===== src/rtl/counter_pkg.sv =====
// Shared constants for the bounded up/down counter tile.
package counter_pkg;

  localparam int unsigned BW_DEFAULT = 3;
  localparam int unsigned PW_DEFAULT = 4;

  localparam logic MODE_WRAP = 1'b0;
  localparam logic MODE_SAT  = 1'b1;

endpackage


===== src/rtl/counter_prescaler.sv =====
// Clock-enable prescaler: emits one tick every div_i+1 enabled cycles.
module counter_prescaler #(
  parameter int unsigned PW = 4
) (
  input  logic          clk_i,
  input  logic          rst_i,
  input  logic          en_i,
  input  logic          clr_i,
  input  logic [PW-1:0] div_i,
  output logic          tick_o
);

  logic [PW-1:0] pcnt_q;
  logic [PW-1:0] pcnt_d;

  // >= rather than == so that lowering div_i mid-period fires promptly.
  always_comb begin
    tick_o = en_i && (pcnt_q >= div_i);
    pcnt_d = pcnt_q;
    if (clr_i) begin
      pcnt_d = '0;
    end else if (en_i) begin
      pcnt_d = tick_o ? '0 : pcnt_q + PW'(1);
    end
  end

  always_ff @(posedge clk_i) begin
    if (rst_i) begin
      pcnt_q <= '0;
    end else begin
      pcnt_q <= pcnt_d;
    end
  end

endmodule


===== src/rtl/tt_um_counter_updown.sv =====
// Bounded up/down counter with wrap/saturate modes, parallel load and prescaler.
module tt_um_counter_updown
  import counter_pkg::*;
#(
  parameter int unsigned BW = BW_DEFAULT,
  parameter int unsigned PW = PW_DEFAULT
) (
  input  logic          clk_i,
  input  logic          rst_i,
  input  logic          en_i,
  input  logic          up_i,
  input  logic          sat_i,
  input  logic [BW-1:0] max_i,
  input  logic [PW-1:0] div_i,
  input  logic          load_i,
  input  logic [BW-1:0] load_val_i,
  output logic [BW-1:0] counter_val_o,
  output logic          wrap_o,
  output logic          at_limit_o
);

  logic          tick;
  logic [BW-1:0] cnt_q;
  logic [BW-1:0] cnt_d;
  logic          wrap_q;
  logic          wrap_d;

  counter_prescaler #(
    .PW (PW)
  ) u_prescaler (
    .clk_i  (clk_i),
    .rst_i  (rst_i),
    .en_i   (en_i),
    .clr_i  (load_i),
    .div_i  (div_i),
    .tick_o (tick)
  );

  // Load beats a count step; bound compare precedes any increment.
  always_comb begin
    cnt_d  = cnt_q;
    wrap_d = 1'b0;
    if (load_i) begin
      cnt_d = (load_val_i > max_i) ? max_i : load_val_i;
    end else if (tick) begin
      if (up_i) begin
        if (cnt_q < max_i) begin
          cnt_d = cnt_q + BW'(1);
        end else if (sat_i == MODE_SAT) begin
          cnt_d = max_i;
        end else begin
          cnt_d  = '0;
          wrap_d = 1'b1;
        end
      end else begin
        if (cnt_q != '0) begin
          cnt_d = cnt_q - BW'(1);
        end else if (sat_i == MODE_WRAP) begin
          cnt_d  = max_i;
          wrap_d = 1'b1;
        end
      end
    end
  end

  always_ff @(posedge clk_i) begin
    if (rst_i) begin
      cnt_q  <= '0;
      wrap_q <= 1'b0;
    end else begin
      cnt_q  <= cnt_d;
      wrap_q <= wrap_d;
    end
  end

  assign counter_val_o = cnt_q;
  assign wrap_o        = wrap_q;
  assign at_limit_o    = (up_i && (cnt_q >= max_i)) || (!up_i && (cnt_q == '0));

endmodule


===== config.mk =====
export PLATFORM = sky130hd
export DESIGN_NAME = tt_um_counter_updown
export DESIGN_NICKNAME = d
export VERILOG_FILES = /design/src/rtl/counter_pkg.sv /design/src/rtl/counter_prescaler.sv /design/src/rtl/tt_um_counter_updown.sv
export SDC_FILE = /design/constraint.sdc
export NUM_CORES = 1
export LEC_CHECK = 0
export CORE_MARGIN = 5
export CORE_UTILIZATION = 40
export CTS_CLUSTER_SIZE = 25
export DETAILED_ROUTE_END_ITERATION = 10
export HOLD_SLACK_MARGIN = 0.03
export PLACE_DENSITY = 0.67
export SETUP_SLACK_MARGIN = 0.05
export SLEW_MARGIN = 20
export SYNTH_ARGS = -nofsm -noshare
export SYNTH_HDL_FRONTEND = slang
export SYNTH_SLANG_ARGS = --single-unit

===== constraint.sdc =====
create_clock -name clk_i -period 3 [get_ports clk_i]
set_clock_uncertainty 0.2 [all_clocks]
set_input_delay 0.6 -clock clk_i [delete_from_list [all_inputs] [get_ports clk_i]]
set_output_delay 0.6 -clock clk_i [all_outputs]
set_load 0.01 [all_outputs]

==> out/metrics.csv, run 1 <==
stage;metric;value;unit
status;outcome;complete, no violations;
placed_design;area post-placement;1110;um2
cells_and_area;Layout area overhead;43.4;%
timing;Final Slew Violations;0;
timing;fmax;366;MHz
grt;initial antenna violation count;0;
synthesis;Simple-Gate Fraction of Synth Area;16.0;%
pwr;share of total power in sequential cells;32.6;%
synthesis;post-synthesis adder-cell area fraction;21.3;%
die;Die ar.;3060;um2
critical_path;Largest stage delay, worst path;480;ps
cells_and_area;layout cells sized above 1;18.5;%
pwr;Net Sw Frac;31.9;%
die;initial core utilization;41.8;%
cts;clock sinks;8;
grt;Tot GR Track Use;12.6;%
cells_and_area;final instance area;1180;um2
cells_and_area;final core occ;60.0;%
timing;period utilization;91.1;%
critical_path;FF-to-FF Start;counter_val_o[1];
synthesis;post-synthesis cell area;821;um2
timing;WHS;323;ps
hold_path;Worst Hold Class;reg -> reg;
cts;Skew-Pair Late Insertion Delay;250;ps
critical_path;Setup crit end kind;primary output;
routing;DRT iter0 DRCs;23;
synthesis;multiplexer area fraction after synthesis;6.71;%
cts;H-tree Lvls;1;
critical_path;Req. time, crit path;2200;ps
placed_design;dpl hpwl;1630;um
cts;# hold bufs at CTS;0;
synthesis;post-synthesis sequential area ratio;19.5;%
critical_path;CP Launch Type;input port;
grt;vias in the first global route;743;
routing;Vias;828;
synthesis;post-synthesis compound-gate area fraction;24.4;%
cts;CTS Buffer Depth;2;
critical_path;Worst Setup SP;max_i[0];
synthesis;Mean Syn Cell Area;8.46;um2
cts;CTS tree;done;
timing;RSZ-0062 raised after global routing;no;
critical_path;CP max stage cell;clkdlybuf4s50_1;
cells_and_area;ant diodes;0;
cts;Root Buffer;clkbuf_4;
routing;drt wl/cell;12.8;um
run;Max Cap Viol;0;
die;Die Y;55.3;um
die;DIE WIDTH;55.3;um
die;Site Rows;16;
cts;Inserted Clock Buffers;3;
synthesis;largest family of logic cells by synthesized area;compound AO/OA/AOI/OAI gates;
grt;grt ovf;0;
pwr;internal power;0.000249;W
cts;CTS clk-pin slew, worst paths;50;ps
grt;largest net degree at the start of global routing;16;
critical_path;Data arrival, critical path;1930;ps
critical_path;CP Max Fanout;2;
die;IO Pins;21;
routing;Final ANT Viol Nets;0;
routing;DRC;0;
placed_design;RD Place Congestion;0.866;
synthesis;Synth Warn #;0;
die;core box area;1960;um2
timing;Slew HR;67.3;%
critical_path;cells along the critical path;clkdlybuf4s50_1 > ha_1 > and3b_2 > nor2_2 > nand2_1 > a31oi_1 > nor2_1 > buf_2;
timing;Fin. Hold Viols;0;
synthesis;Syn Nets;127;
routing;vias per cell;5.27;
routing;WL final;2010;um
timing;Period minus WS final;2730;ps
pwr;pwr/cell area;311;nW/um2
pwr;switching pwr;0.000117;W
pwr;Logic pwr share;46.0;%
hold_path;hold_sp;u_prescaler.pcnt_q[3];
synthesis;Mapped Cells;97;
synthesis;XOR/XNOR Fraction of Synth Area;4.27;%
critical_path;Setup CP Type;in -> out;
pwr;leakage dissipation;0.552;nW
grt;first-pass GRT wire length;3220;um
timing;Setup WS post-layout;266;ps
cells_and_area;FILL cells;198;
pwr;Clk network pwr share;21.4;%
pwr;Worst VDD drop;0.174;mV
synthesis;Unique masters post-synth;31;
placed_design;PortBufs;20;
routing;first-pass iteration count of the detailed router;5;
timing;Setup violations, final;0;
synthesis;Seq cells post-synth;8;
timing;total negative slack;0;ps
timing;worst slew pin tran;489;ps
placed_design;DP Worst Slack;-347;ps
cells_and_area;final net count;162;
timing repair:
item / in CTS / in global routing
buffers inserted: 0 / 2
setup endpoints to repair: 1 / 1
cloned: 0 / 0
resized for setup: 6 / 4
pin swaps: 3 / 2
sequential cells by signal, summed over array words and instances (netlist names):
| register | count |
|---|---|
| wrap_o | 1 |
| counter_val_o | 3 |
| u_prescaler.pcnt_q | 4 |
cell type report:
type                    count  area, um2  share of cell area [%]
multi-input cells          74        622                    52.8
repair buffers             32        290                    24.7
flip-flops and latches      8        160                    13.6
inverters                  13       48.8                    4.14
well taps                  27       33.8                    2.87
clock buffers               3       22.5                    1.91
critical path: cells and delay by family:
| family | cells | cell delay (ps) |
|---|---|---|
| compound gates | 1 | 140 |
| simple gates | 4 | 440 |
| fa+ha+maj | 1 | 140 |
| buf+inv | 2 | 610 |
logic make-up (layout without fill, tap and decap cells):
kind of cell	Yosys count	count (layout)
fa+ha+maj	14	14
compound gates	27	27
simple gates	24	24
mux	5	5
flops	8	8
xor+xnor	4	4
buf+inv	15	48
path summary, 6_finish.rpt:
path | slack (ps) | cells past startpoint | endpoint
max | 270 | 8 | at_limit_o
min | 320 | 2 | u_prescaler.pcnt_q[3]
max reg2reg | 570 | 8 | counter_val_o[1]
min reg2reg | 320 | 2 | u_prescaler.pcnt_q[3]
per-layer routing:
metal,GRT usage (%),vias to the layer above,wire [um]
met1,16.9,374,1000
met5,0,-,0
met3,3.50,2,97
met4,2.08,0,8
met2,20.3,24,898
li1,-,428,-
Yosys cell counts:
master | n | area [um2]
a211o_1 | 3 | 26.3
a211oi_1 | 4 | 30.0
a21o_1 | 1 | 7.51
a21o_2 | 1 | 8.76
a21oi_1 | 3 | 15.0
a221o_1 | 1 | 10.0
a221oi_1 | 1 | 8.76
a311oi_1 | 3 | 26.3
a31oi_1 | 4 | 25.0
and2_1 | 1 | 6.26
and3b_2 | 1 | 10.0
and4_1 | 4 | 35.0
buf_6 | 1 | 11.3
clkbuf_1 | 1 | 3.75
dfxtp_1 | 8 | 160
ha_1 | 14 | 175
inv_1 | 13 | 48.8
mux2_4 | 1 | 15.0
mux2i_1 | 4 | 40.0
nand2_1 | 6 | 22.5
nand2b_1 | 2 | 12.5
nand4_1 | 1 | 6.26
nor2_1 | 7 | 26.3
nor2_2 | 1 | 6.26
nor4_1 | 1 | 6.26
o211ai_1 | 2 | 15.0
o21ai_0 | 1 | 5.00
o21ai_1 | 1 | 5.00
o31a_1 | 2 | 17.5
xnor2_1 | 2 | 17.5
xor2_1 | 2 | 17.5
power groups by stage:
stage | Sequential (W) | Combinational [W] | Clock, W
finish | 0.000119 | 0.000168 | 0.0000783
global route | 0.000120 | 0.000186 | 0.0000887
CTS | 0.000119 | 0.000162 | 0.0000822
detailed placement | 0.000120 | 0.000162 | 0
global placement | 0.000121 | 0.000157 | 0
floorplan | 0.000121 | 0.0000890 | 0
metrics by stage:
stage / std cells / total power, W
after floorplan: 97 / 0.000210
final: 157 / 0.000366
after global placement: 152 / 0.000278
after detailed placement: 152 / 0.000282
after CTS: 155 / 0.000363
after global routing: 157 / 0.000395
cells in the final DEF (no fill, tap or decap):
| cell | n |
|---|---|
| mux2i_1 | 4 |
| buf_2 | 1 |
| nor4_1 | 1 |
| a221oi_1 | 1 |
| nor2_2 | 1 |
| a31oi_1 | 4 |
| o21ai_1 | 1 |
| a21oi_1 | 3 |
| a221o_1 | 1 |
| and2_1 | 1 |
| buf_4 | 12 |
| xnor2_1 | 2 |
| clkbuf_4 | 3 |
| o21ai_0 | 1 |
| a311oi_1 | 3 |
| mux2_4 | 1 |
| inv_2 | 2 |
| nand2_1 | 6 |
| dfxtp_1 | 8 |
| dlymetal6s2s_1 | 2 |
| nand4_1 | 1 |
| and4_1 | 4 |
| o211ai_1 | 2 |
| and3b_2 | 1 |
| ha_1 | 12 |
| nor2_1 | 7 |
| inv_1 | 11 |
| xor2_1 | 2 |
| a211oi_1 | 4 |
| a21o_2 | 1 |
| nand2b_1 | 2 |
| a211o_1 | 3 |
| a21o_1 | 1 |
| clkdlybuf4s50_1 | 17 |
| o31a_1 | 2 |
| ha_4 | 2 |
(Power assumes the default switching activity.)
==> inputs of run 2 (changes only) <==
--- a/config.mk
+++ b/config.mk
@@ -5,12 +5,14 @@
 export SDC_FILE = /design/constraint.sdc
 export NUM_CORES = 1
 export LEC_CHECK = 0
+export CELL_PAD_IN_SITES_DETAIL_PLACEMENT = 0
+export CELL_PAD_IN_SITES_GLOBAL_PLACEMENT = 1
 export CORE_MARGIN = 5
-export CORE_UTILIZATION = 40
+export CORE_UTILIZATION = 35
 export CTS_CLUSTER_SIZE = 25
 export DETAILED_ROUTE_END_ITERATION = 10
 export HOLD_SLACK_MARGIN = 0.03
-export PLACE_DENSITY = 0.67
+export PLACE_DENSITY = 0.87
 export SETUP_SLACK_MARGIN = 0.05
 export SLEW_MARGIN = 20
 export SYNTH_ARGS = -nofsm -noshare
==> run 2 against run 1 <==
Via count rose by 1.9%; routed wire length rose by 9.5%; critical endpoint unchanged; count of clock-buffer cells in the layout is the same; first-iteration DRC count fell by 26%; maximum frequency is 0.31% lower; sequential share of layout area down 0.058 points; critical path type unchanged.
==> out/metrics.csv, run 2 (synthesis results as in run 1) <==
stage;metric;value;unit
placed_design;dpl hpwl;1830;um
timing;Setup WS post-layout;258;ps
placed_design;RD Place Congestion;0.886;
critical_path;worst reg-to-reg path cell count;9;
routing;Final ANT Viol Nets;0;
critical_path;CP Max Fanout;2;
grt;first-pass GRT wire length;3660;um
grt;largest net degree at the start of global routing;16;
cells_and_area;final instance area;1180;um2
pwr;pwr/cell area;314;nW/um2
die;Die ar.;3410;um2
timing;Period minus WS final;2740;ps
grt;initial antenna violation count;0;
pwr;Worst VDD drop;0.152;mV
hold_path;hold_sp;u_prescaler.pcnt_q[3];
grt;Tot GR Track Use;13.7;%
timing;worst slew pin tran;508;ps
timing;period utilization;91.4;%
cts;# hold bufs at CTS;0;
timing;Setup violations, final;0;
cells_and_area;Layout area overhead;44.1;%
cells_and_area;Storage cell area;160;um2
routing;drt wl/cell;13.8;um
cells_and_area;max FFs per register;4;
critical_path;reg2reg end;counter_val_o[2];
critical_path;Register-to-Register Setup Slack;610;ps
routing;DRT iter0 DRCs;17;
hold_path;hold path depth;2;
critical_path;CP max stage cell;clkdlybuf4s50_1;
cells_and_area;ant diodes;0;
cts;CTS clk-pin slew, worst paths;50;ps
cts;H-tree Lvls;1;
placed_design;PortBufs;20;
critical_path;CP endpoint;at_limit_o;
grt;vias in the first global route;871;
critical_path;Worst Setup SP;max_i[0];
cts;Inserted Clock Buffers;3;
grt;grt ovf;0;
routing;DRC;0;
routing;vias per cell;5.31;
critical_path;Data arrival, critical path;1940;ps
run;Max Cap Viol;0;
cells_and_area;largest reg by FF count;u_prescaler.pcnt_q;
cts;Root Buffer;clkbuf_4;
cts;CTS Buffer Depth;2;
die;IO Pins;21;
timing;RSZ-0062 raised after global routing;no;
cells_and_area;final net count;163;
routing;first-pass iteration count of the detailed router;4;
timing;total negative slack;0;ps
cells_and_area;final core occ;52.9;%
hold_path;Worst Hold Class;reg -> reg;
critical_path;Req. time, crit path;2200;ps
critical_path;Setup CP Type;in -> out;
routing;Vias;844;
status;outcome;complete, no violations;
critical_path;Setup crit end kind;primary output;
placed_design;area post-placement;1130;um2
critical_path;FF-to-FF Start;counter_val_o[0];
cells_and_area;multi-input logic area;622;um2
timing;Final Slew Violations;0;
critical_path;Largest stage delay, worst path;480;ps
timing;Slew HR;66.0;%
cells_and_area;most frequent cells in the layout;17 x clkdlybuf4s50_1, 13 x buf_4, 12 x ha_1;
placed_design;dpl cells;155;
die;DIE WIDTH;58.4;um
pwr;leakage dissipation;0.549;nW
critical_path;cells along the critical path;clkdlybuf4s50_1 > ha_1 > and3b_2 > nor2_2 > nand2_1 > a31oi_1 > nor2_1 > buf_2;
cells_and_area;layout cells sized above 1;19.1;%
cts;Skew-Pair Late Insertion Delay;250;ps
timing;fmax;365;MHz
cts;CTS tree;done;
cells_and_area;non-filler cells, final;159;
cells_and_area;commonest non-fill, non-tap cell in the layout;clkdlybuf4s50_1;
routing;WL final;2200;um
die;Site Rows;17;
cells_and_area;FILL cells;217;
placed_design;DP Worst Slack;-366;ps
die;initial core utilization;36.8;%
timing;Fin. Hold Viols;0;
die;Die Y;58.4;um
cts;clock sinks;8;
critical_path;CP Launch Type;input port;
die;core box area;2230;um2
## run 2: per-layer routing
layer / routed length, um / global-route usage, %
met1: 1060 / 17.1
met2: 956 / 21.7
met3: 118 / 2.63
met4: 63 / 7.95
met5: 0 / 0
## run 2: area by class of cell
cell class,instances,area share [%]
multi-input cells,74,52.6
clock buffers,3,1.90
repair buffers,33,24.9
flip-flops and latches,8,13.5
inverters,13,4.13
well taps,28,2.96
## run 2: how the worst min path moves through the flow
stage / to
floorplan: u_prescaler.pcnt_q[3]
global placement: u_prescaler.pcnt_q[3]
detailed placement: u_prescaler.pcnt_q[3]
CTS: u_prescaler.pcnt_q[3]
global route: u_prescaler.pcnt_q[2]
finish: u_prescaler.pcnt_q[3]
## run 2: per-stage QoR
stage	hold WS [ps]	total power, W
finish	328	0.000371
global route	386	0.000399
CTS	332	0.000376
detailed placement	315	0.000287
global placement	303	0.000282
floorplan	283	0.000210
## run 2: report_power, final
part	switching, W	internal (W)	total (W)
Sequential	0.00000626	0.000112	0.000118
Clock	0.0000351	0.0000457	0.0000808
Combinational	0.0000795	0.0000933	0.000173
## run 2: critical path: cells and delay by family
family                   cells  cell delay, ps
AO/OA/AOI/OAI                1             150
adder cells (fa/ha/maj)      1             130
buffers and inverters        2             610
AND/OR/NAND/NOR              4             450
## run 2: timing repair
item                       in CTS  in global routing
setup endpoints to repair       1                  1
setup buffers                   1                  0
hold endpoints to repair        0                  0
gates resized for setup         8                  2
pin swaps                       2                  0
